`src/rtl/vga_timing_pkg.sv`:
```
// Shared VGA timing constants (640x480@60 defaults), frame totals and the
// per-axis phase enumeration used by both sync-generator axes.
package vga_timing_pkg;

  localparam int CW = 10;

  localparam int H_ACTIVE_DEF = 640;
  localparam int H_FRONT_DEF  = 16;
  localparam int H_SYNC_DEF   = 96;
  localparam int H_BACK_DEF   = 48;
  localparam int V_ACTIVE_DEF = 480;
  localparam int V_FRONT_DEF  = 10;
  localparam int V_SYNC_DEF   = 2;
  localparam int V_BACK_DEF   = 33;

  localparam int H_TOTAL = H_ACTIVE_DEF + H_FRONT_DEF + H_SYNC_DEF + H_BACK_DEF;
  localparam int V_TOTAL = V_ACTIVE_DEF + V_FRONT_DEF + V_SYNC_DEF + V_BACK_DEF;

  typedef enum logic [1:0] {
    PH_ACTIVE = 2'd0,
    PH_FRONT  = 2'd1,
    PH_SYNC   = 2'd2,
    PH_BACK   = 2'd3
  } phase_e;

  function automatic int axis_total(input int active, input int front,
                                    input int sync, input int back);
    return active + front + sync + back;
  endfunction

endpackage

```
`src/rtl/vga_axis_timer.sv`:
```
// One timing axis: position counter, ACTIVE/FRONT/SYNC/BACK phase FSM with
// registered sync/active outputs, and a same-cycle wrap flag for chaining.
module vga_axis_timer
  import vga_timing_pkg::*;
#(
  parameter int ACTIVE = H_ACTIVE_DEF,
  parameter int FRONT  = H_FRONT_DEF,
  parameter int SYNC   = H_SYNC_DEF,
  parameter int BACK   = H_BACK_DEF
) (
  input  logic          i_CLK,
  input  logic          i_RST_N,
  input  logic          i_step,
  output logic [CW-1:0] o_pos,
  output logic [1:0]    o_phase,
  output logic          o_sync_n,
  output logic          o_active_nxt,
  output logic          o_wrap
);

  localparam int TOTAL = axis_total(ACTIVE, FRONT, SYNC, BACK);
  localparam logic [CW-1:0] LAST       = CW'(TOTAL - 1);
  localparam logic [CW-1:0] ACT_LAST   = CW'(ACTIVE - 1);
  localparam logic [CW-1:0] FRONT_LAST = CW'(ACTIVE + FRONT - 1);
  localparam logic [CW-1:0] SYNC_LAST  = CW'(ACTIVE + FRONT + SYNC - 1);

  phase_e phase;
  logic   active;

  assign o_phase = phase;
  assign o_wrap  = i_step && (o_pos == LAST);

  // Lets the parent register a combined display enable aligned with o_pos.
  always_comb begin
    o_active_nxt = active;
    if (i_step) begin
      o_active_nxt = ((phase == PH_ACTIVE) && (o_pos != ACT_LAST)) ||
                     ((phase == PH_BACK) && (o_pos == LAST));
    end
  end

  always_ff @(posedge i_CLK) begin
    if (!i_RST_N) begin
      o_pos    <= LAST;
      phase    <= PH_BACK;
      o_sync_n <= 1'b1;
      active   <= 1'b0;
    end else if (i_step) begin
      o_pos <= o_wrap ? '0 : o_pos + CW'(1);
      case (phase)
        PH_ACTIVE: if (o_pos == ACT_LAST) begin
          phase  <= PH_FRONT;
          active <= 1'b0;
        end
        PH_FRONT: if (o_pos == FRONT_LAST) begin
          phase    <= PH_SYNC;
          o_sync_n <= 1'b0;
        end
        PH_SYNC: if (o_pos == SYNC_LAST) begin
          phase    <= PH_BACK;
          o_sync_n <= 1'b1;
        end
        PH_BACK: if (o_pos == LAST) begin
          phase  <= PH_ACTIVE;
          active <= 1'b1;
        end
        default: phase <= PH_BACK;
      endcase
    end
  end

endmodule

```
`src/rtl/vga_sync_gen.sv`:
```
// VGA sync generator: horizontal axis steps on i_en, vertical axis steps on
// the horizontal wrap; all outputs registered and aligned to (x,y).
module vga_sync_gen
  import vga_timing_pkg::*;
#(
  parameter int H_ACTIVE = H_ACTIVE_DEF,
  parameter int H_FRONT  = H_FRONT_DEF,
  parameter int H_SYNC   = H_SYNC_DEF,
  parameter int H_BACK   = H_BACK_DEF,
  parameter int V_ACTIVE = V_ACTIVE_DEF,
  parameter int V_FRONT  = V_FRONT_DEF,
  parameter int V_SYNC   = V_SYNC_DEF,
  parameter int V_BACK   = V_BACK_DEF
) (
  input  logic       i_CLK,
  input  logic       i_RST_N,
  input  logic       i_en,
  output logic [9:0] o_x_pos,
  output logic [9:0] o_y_pos,
  output logic       o_hSync,
  output logic       o_vSync,
  output logic       o_display_en,
  output logic       o_line_start,
  output logic       o_frame_start
);

  logic [1:0] h_phase, v_phase;
  logic       h_act_nxt, v_act_nxt;
  logic       h_wrap, v_wrap;

  vga_axis_timer #(
    .ACTIVE(H_ACTIVE), .FRONT(H_FRONT), .SYNC(H_SYNC), .BACK(H_BACK)
  ) u_h_axis (
    .i_CLK        (i_CLK),
    .i_RST_N      (i_RST_N),
    .i_step       (i_en),
    .o_pos        (o_x_pos),
    .o_phase      (h_phase),
    .o_sync_n     (o_hSync),
    .o_active_nxt (h_act_nxt),
    .o_wrap       (h_wrap)
  );

  vga_axis_timer #(
    .ACTIVE(V_ACTIVE), .FRONT(V_FRONT), .SYNC(V_SYNC), .BACK(V_BACK)
  ) u_v_axis (
    .i_CLK        (i_CLK),
    .i_RST_N      (i_RST_N),
    .i_step       (h_wrap),
    .o_pos        (o_y_pos),
    .o_phase      (v_phase),
    .o_sync_n     (o_vSync),
    .o_active_nxt (v_act_nxt),
    .o_wrap       (v_wrap)
  );

  // v_wrap already implies h_wrap because the vertical axis only steps then.
  always_ff @(posedge i_CLK) begin
    if (!i_RST_N) begin
      o_display_en  <= 1'b0;
      o_line_start  <= 1'b0;
      o_frame_start <= 1'b0;
    end else begin
      o_display_en  <= h_act_nxt && v_act_nxt;
      o_line_start  <= h_wrap;
      o_frame_start <= v_wrap;
    end
  end

  a_h_phase_sync : assert property (@(posedge i_CLK) disable iff (!i_RST_N)
    (h_phase == PH_SYNC) == !o_hSync);
  a_v_phase_sync : assert property (@(posedge i_CLK) disable iff (!i_RST_N)
    (v_phase == PH_SYNC) == !o_vSync);

endmodule

```
`config.mk`:
```
export PLATFORM = sky130hd
export DESIGN_NAME = vga_sync_gen
export DESIGN_NICKNAME = d
export VERILOG_FILES = /design/src/rtl/vga_timing_pkg.sv /design/src/rtl/vga_axis_timer.sv /design/src/rtl/vga_sync_gen.sv
export SDC_FILE = /design/constraint.sdc
export NUM_CORES = 1
export LEC_CHECK = 0
export CORE_UTILIZATION = 25
export CTS_BUF_LIST = sky130_fd_sc_hd__clkbuf_4
export DETAILED_ROUTE_END_ITERATION = 16
export HOLD_SLACK_MARGIN = 0.08
export RECOVER_POWER = 100
export SETUP_SLACK_MARGIN = 0.3
export SLEW_MARGIN = 20
export SYNTH_ARGS = -nofsm -noshare
export SYNTH_HDL_FRONTEND = slang
export SYNTH_SLANG_ARGS = --single-unit
```
`constraint.sdc`:
```
create_clock -name i_CLK -period 1.8 [get_ports i_CLK]
set_input_delay 0.54 -clock i_CLK [delete_from_list [all_inputs] [get_ports i_CLK]]
set_output_delay 0.54 -clock i_CLK [all_outputs]
set_load 0.01 [all_outputs]
```
==> impl_metrics.env <==
export IMPL_outcome="finished with violations"
export IMPL_violations="setup timing"
export IMPL_power_density_nw_per_um2=897
export IMPL_grt_max_degree=16
export IMPL_cts_tree="done"
export IMPL_die_w_um=85.0
export IMPL_ys_seq_area_share_pct=36.0
export IMPL_crit_path_end_kind="flop"
export IMPL_drt_iter0_markers=144
export IMPL_synth_warnings=0
export IMPL_synthCells=203
export IMPL_synth_edff_count=0
export IMPL_drc=0
export IMPL_design_area_um2=2850
export IMPL_timing_rr_end="u_v_axis.o_pos[2]"
export IMPL_cts_htree_levels=2
export IMPL_pin_count=28
export IMPL_layout_drive_gt1_share_pct=45.8
export IMPL_die_area_um2=7230
export IMPL_worstPathRequired_ns=2.04
export IMPL_swShare_pct=38.9
export IMPL_ff2ff_path_depth=8
export IMPL_min_from="u_h_axis.o_sync_n"
export IMPL_r2r_start="u_v_axis.o_pos[0]"
export IMPL_criticalPathCategory="flop to flop"
export IMPL_cts_hold_buf=0
export IMPL_synth_area_per_cell_um2=8.49
export IMPL_grt_pass1_wl_um=8190
export IMPL_vdd_ir_drop_max_v=0.000317
export IMPL_seqPwrFrac_pct=33.8
export IMPL_clock_latency_ns=0.35
export IMPL_drt_pass1_iterations=4
export IMPL_hold_end="u_h_axis.o_sync_n"
export IMPL_fin_cells=372
export IMPL_clk_pin_slew_worst_paths_ns=0.11
export IMPL_min_period_ns=1.86
export IMPL_netlist_area_um2=1720
export IMPL_finalMaxSlewViolations=0
export IMPL_post_drt_wl_per_cell_um=14.2
export IMPL_syn_nets=218
export IMPL_crit_path_max_fanout=9
export IMPL_fin_tns_setup_ns=-0.205
export IMPL_place_congestion=0.794
export IMPL_ant_nets=0
export IMPL_nFillCells=635
export IMPL_worstMarginPinSlew_ns=0.456
export IMPL_root_buffer="clkbuf_4"
export IMPL_placed_cells=331
export IMPL_clkPwrFrac_pct=16.5
export IMPL_areaGrowthSynthToFinish_pct=65.4
export IMPL_finalHoldViolCount=0
export IMPL_fin_ws_ns=-0.0565
export IMPL_die_y_um=85.0
export IMPL_place_area_um2=2380
export IMPL_fmax_mhz=539
export IMPL_dp_hpwl_um=3250
export IMPL_crit_arrival_ns=2.10
export IMPL_vias=1833
export IMPL_start_util_pct=26.5
export IMPL_coreArea_um2=6490
export IMPL_antenna_found_initial=0
export IMPL_maxCapViolCount=0
export IMPL_synthFlopType="dfxtp_1"
export IMPL_async_reset_ff_share_pct=0
export IMPL_grt_pass1_vias=1706
export IMPL_clock_skew_final_ns=0.0122
export IMPL_via_per_inst=4.93
export IMPL_r2r_slack_ns=-0.06
export IMPL_cts_sinks=31
export IMPL_num_antenna_cells=0
export IMPL_timing_hold_ws_ns=0.514
export IMPL_hold_path_class="flop to flop"
export IMPL_rsz0062_at_grt="true"
export IMPL_hold_depth=1
export IMPL_clockBufferDepth=2
export IMPL_synth_seq_cells=31
export IMPL_startpoint_type="flop"
export IMPL_rows=29
export IMPL_leakage_nw=1.24
export IMPL_timing_slew_headroom_pct=69.4
export IMPL_final_common_cell="buf_4"
export IMPL_nets=309
export IMPL_grtUsageTotal_pct=14.4
export IMPL_internal_power_mw=1.56
export IMPL_cts_buffers=5
export IMPL_wl_um=5270
export IMPL_io_buffers=27
export IMPL_power_frac_comb_pct=49.7
export IMPL_fin_crit_sh_pct=103
export IMPL_mostFrequentLayoutCells="buf_4, buf_6, nor2_1, dfxtp_1"
export IMPL_grt_overflow=0
export IMPL_setup_viol_count_final=9
export IMPL_yosys_cell_types_count=48
export IMPL_p_switching_mw=0.995
export IMPL_power_mw=2.56
-- cells by family (layout without fill, tap and decap cells) --
kind of cell	count (synthesis)	count (layout)	share of synthesized area [%]
adder cells (fa/ha/maj)	12	12	8.71
AO/OA/AOI/OAI	51	51	18.5
multiplexers	3	3	1.74
AND/OR/NAND/NOR	82	82	27.6
XOR/XNOR	6	6	3.05
flip-flops	31	31	36.0
buffers and inverters	18	110	4.43
-- metal layers --
layer	up-vias	share of wire, %	GRT usage, %
met5	-	0	0
met4	0	1.8	6.01
met3	9	4.0	3.89
met2	37	47	23.4
met1	867	47	18.1
li1	920	-	-
-- worst max-delay path by stage --
stage / slack (ns) / to / from / cells after the start
6_report: -0.06 / u_v_axis.o_pos[2] / u_v_axis.o_pos[0] / 8
5_1_grt: -0.16 / u_v_axis.o_pos[7] / u_v_axis.o_pos[0] / 9
4_1_cts: -0.03 / u_v_axis.o_pos[2] / u_v_axis.o_pos[0] / 8
3_5_place_dp: -0.48 / u_v_axis.o_pos[4] / i_en / 6
3_3_place_gp: -0.47 / u_v_axis.o_pos[4] / i_en / 6
2_1_floorplan: -0.0003 / u_v_axis.o_pos[3] / u_v_axis.o_pos[0] / 8
-- cells in the mapped netlist (3+ instances only) --
library cell  number  area [um2]
a21oi_1           13        65.1
inv_1             11        41.3
xnor2_1            4        35.0
dfxtp_1           31         621
clkbuf_1           4        15.0
a31oi_1            6        37.5
nor3b_1            3        22.5
ha_1              12         150
nor3_1             6        30.0
nand3b_1           3        22.5
nor2_1            23        86.3
mux2i_1            3        30.0
nand2_1           16        60.1
a22oi_1            3        22.5
and3_1             5        31.3
nand3_1            9        45.0
o21ai_0           15        75.1
-- power groups by stage --
stage	sequential (mW)	combinational (mW)	clock [mW]
2_1_floorplan	0.906	0.627	0
3_3_place_gp	0.890	0.984	0
3_5_place_dp	0.891	0.998	0
4_1_cts	0.869	1.14	0.428
5_1_grt	0.878	1.37	0.456
6_report	0.864	1.27	0.422
-- layout make-up --
| cell class | count | area, um2 | share of cell area (%) |
|---|---|---|---|
| inverters | 12 | 45.0 | 1.58 |
| well taps | 77 | 96.3 | 3.38 |
| flip-flops and latches | 31 | 644 | 22.6 |
| repair buffers | 90 | 782 | 27.4 |
| clock inverters | 2 | 7.51 | 0.263 |
| multi-input cells | 154 | 1230 | 43.2 |
| clock buffers | 6 | 45.0 | 1.58 |
-- state kept, by name (all words and copies together) (netlist names) --
name               flops
o_frame_start          1
u_h_axis.active        1
u_h_axis.o_pos        10
u_v_axis.o_phase       2
u_v_axis.o_pos        10
u_v_axis.active        1
u_v_axis.o_sync_n      1
u_h_axis.o_sync_n      1
o_line_start           1
o_display_en           1
u_h_axis.o_phase       2
-- per-stage QoR --
stage                     worst slack (ns)  utilization (%)
final                              -0.0565             43.9
after floorplan                  -0.000310                -
after global placement              -0.469             36.7
after global routing                -0.164             43.9
after detailed placement            -0.480             36.7
after CTS                          -0.0280             41.9
-- what timing repair did --
item                                    4_1_cts  5_1_grt
gates resized for setup                     130       46
pin swaps                                    18       14
gates cloned                                  0        0
endpoints found under the setup margin       49       43
buffers inserted                             21       12
-- worst max-delay path, cell delays in order (launching register included) --
cell,delay [ns]
dfxtp_4,0.36
inv_2,0.04
ha_1,0.15
or4b_4,0.48
nor4_4,0.16
buf_4,0.21
nor2_1,0.11
a21oi_1,0.16
o21ai_0,0.09
No activity file was read; power rests on OpenSTA's default activity.
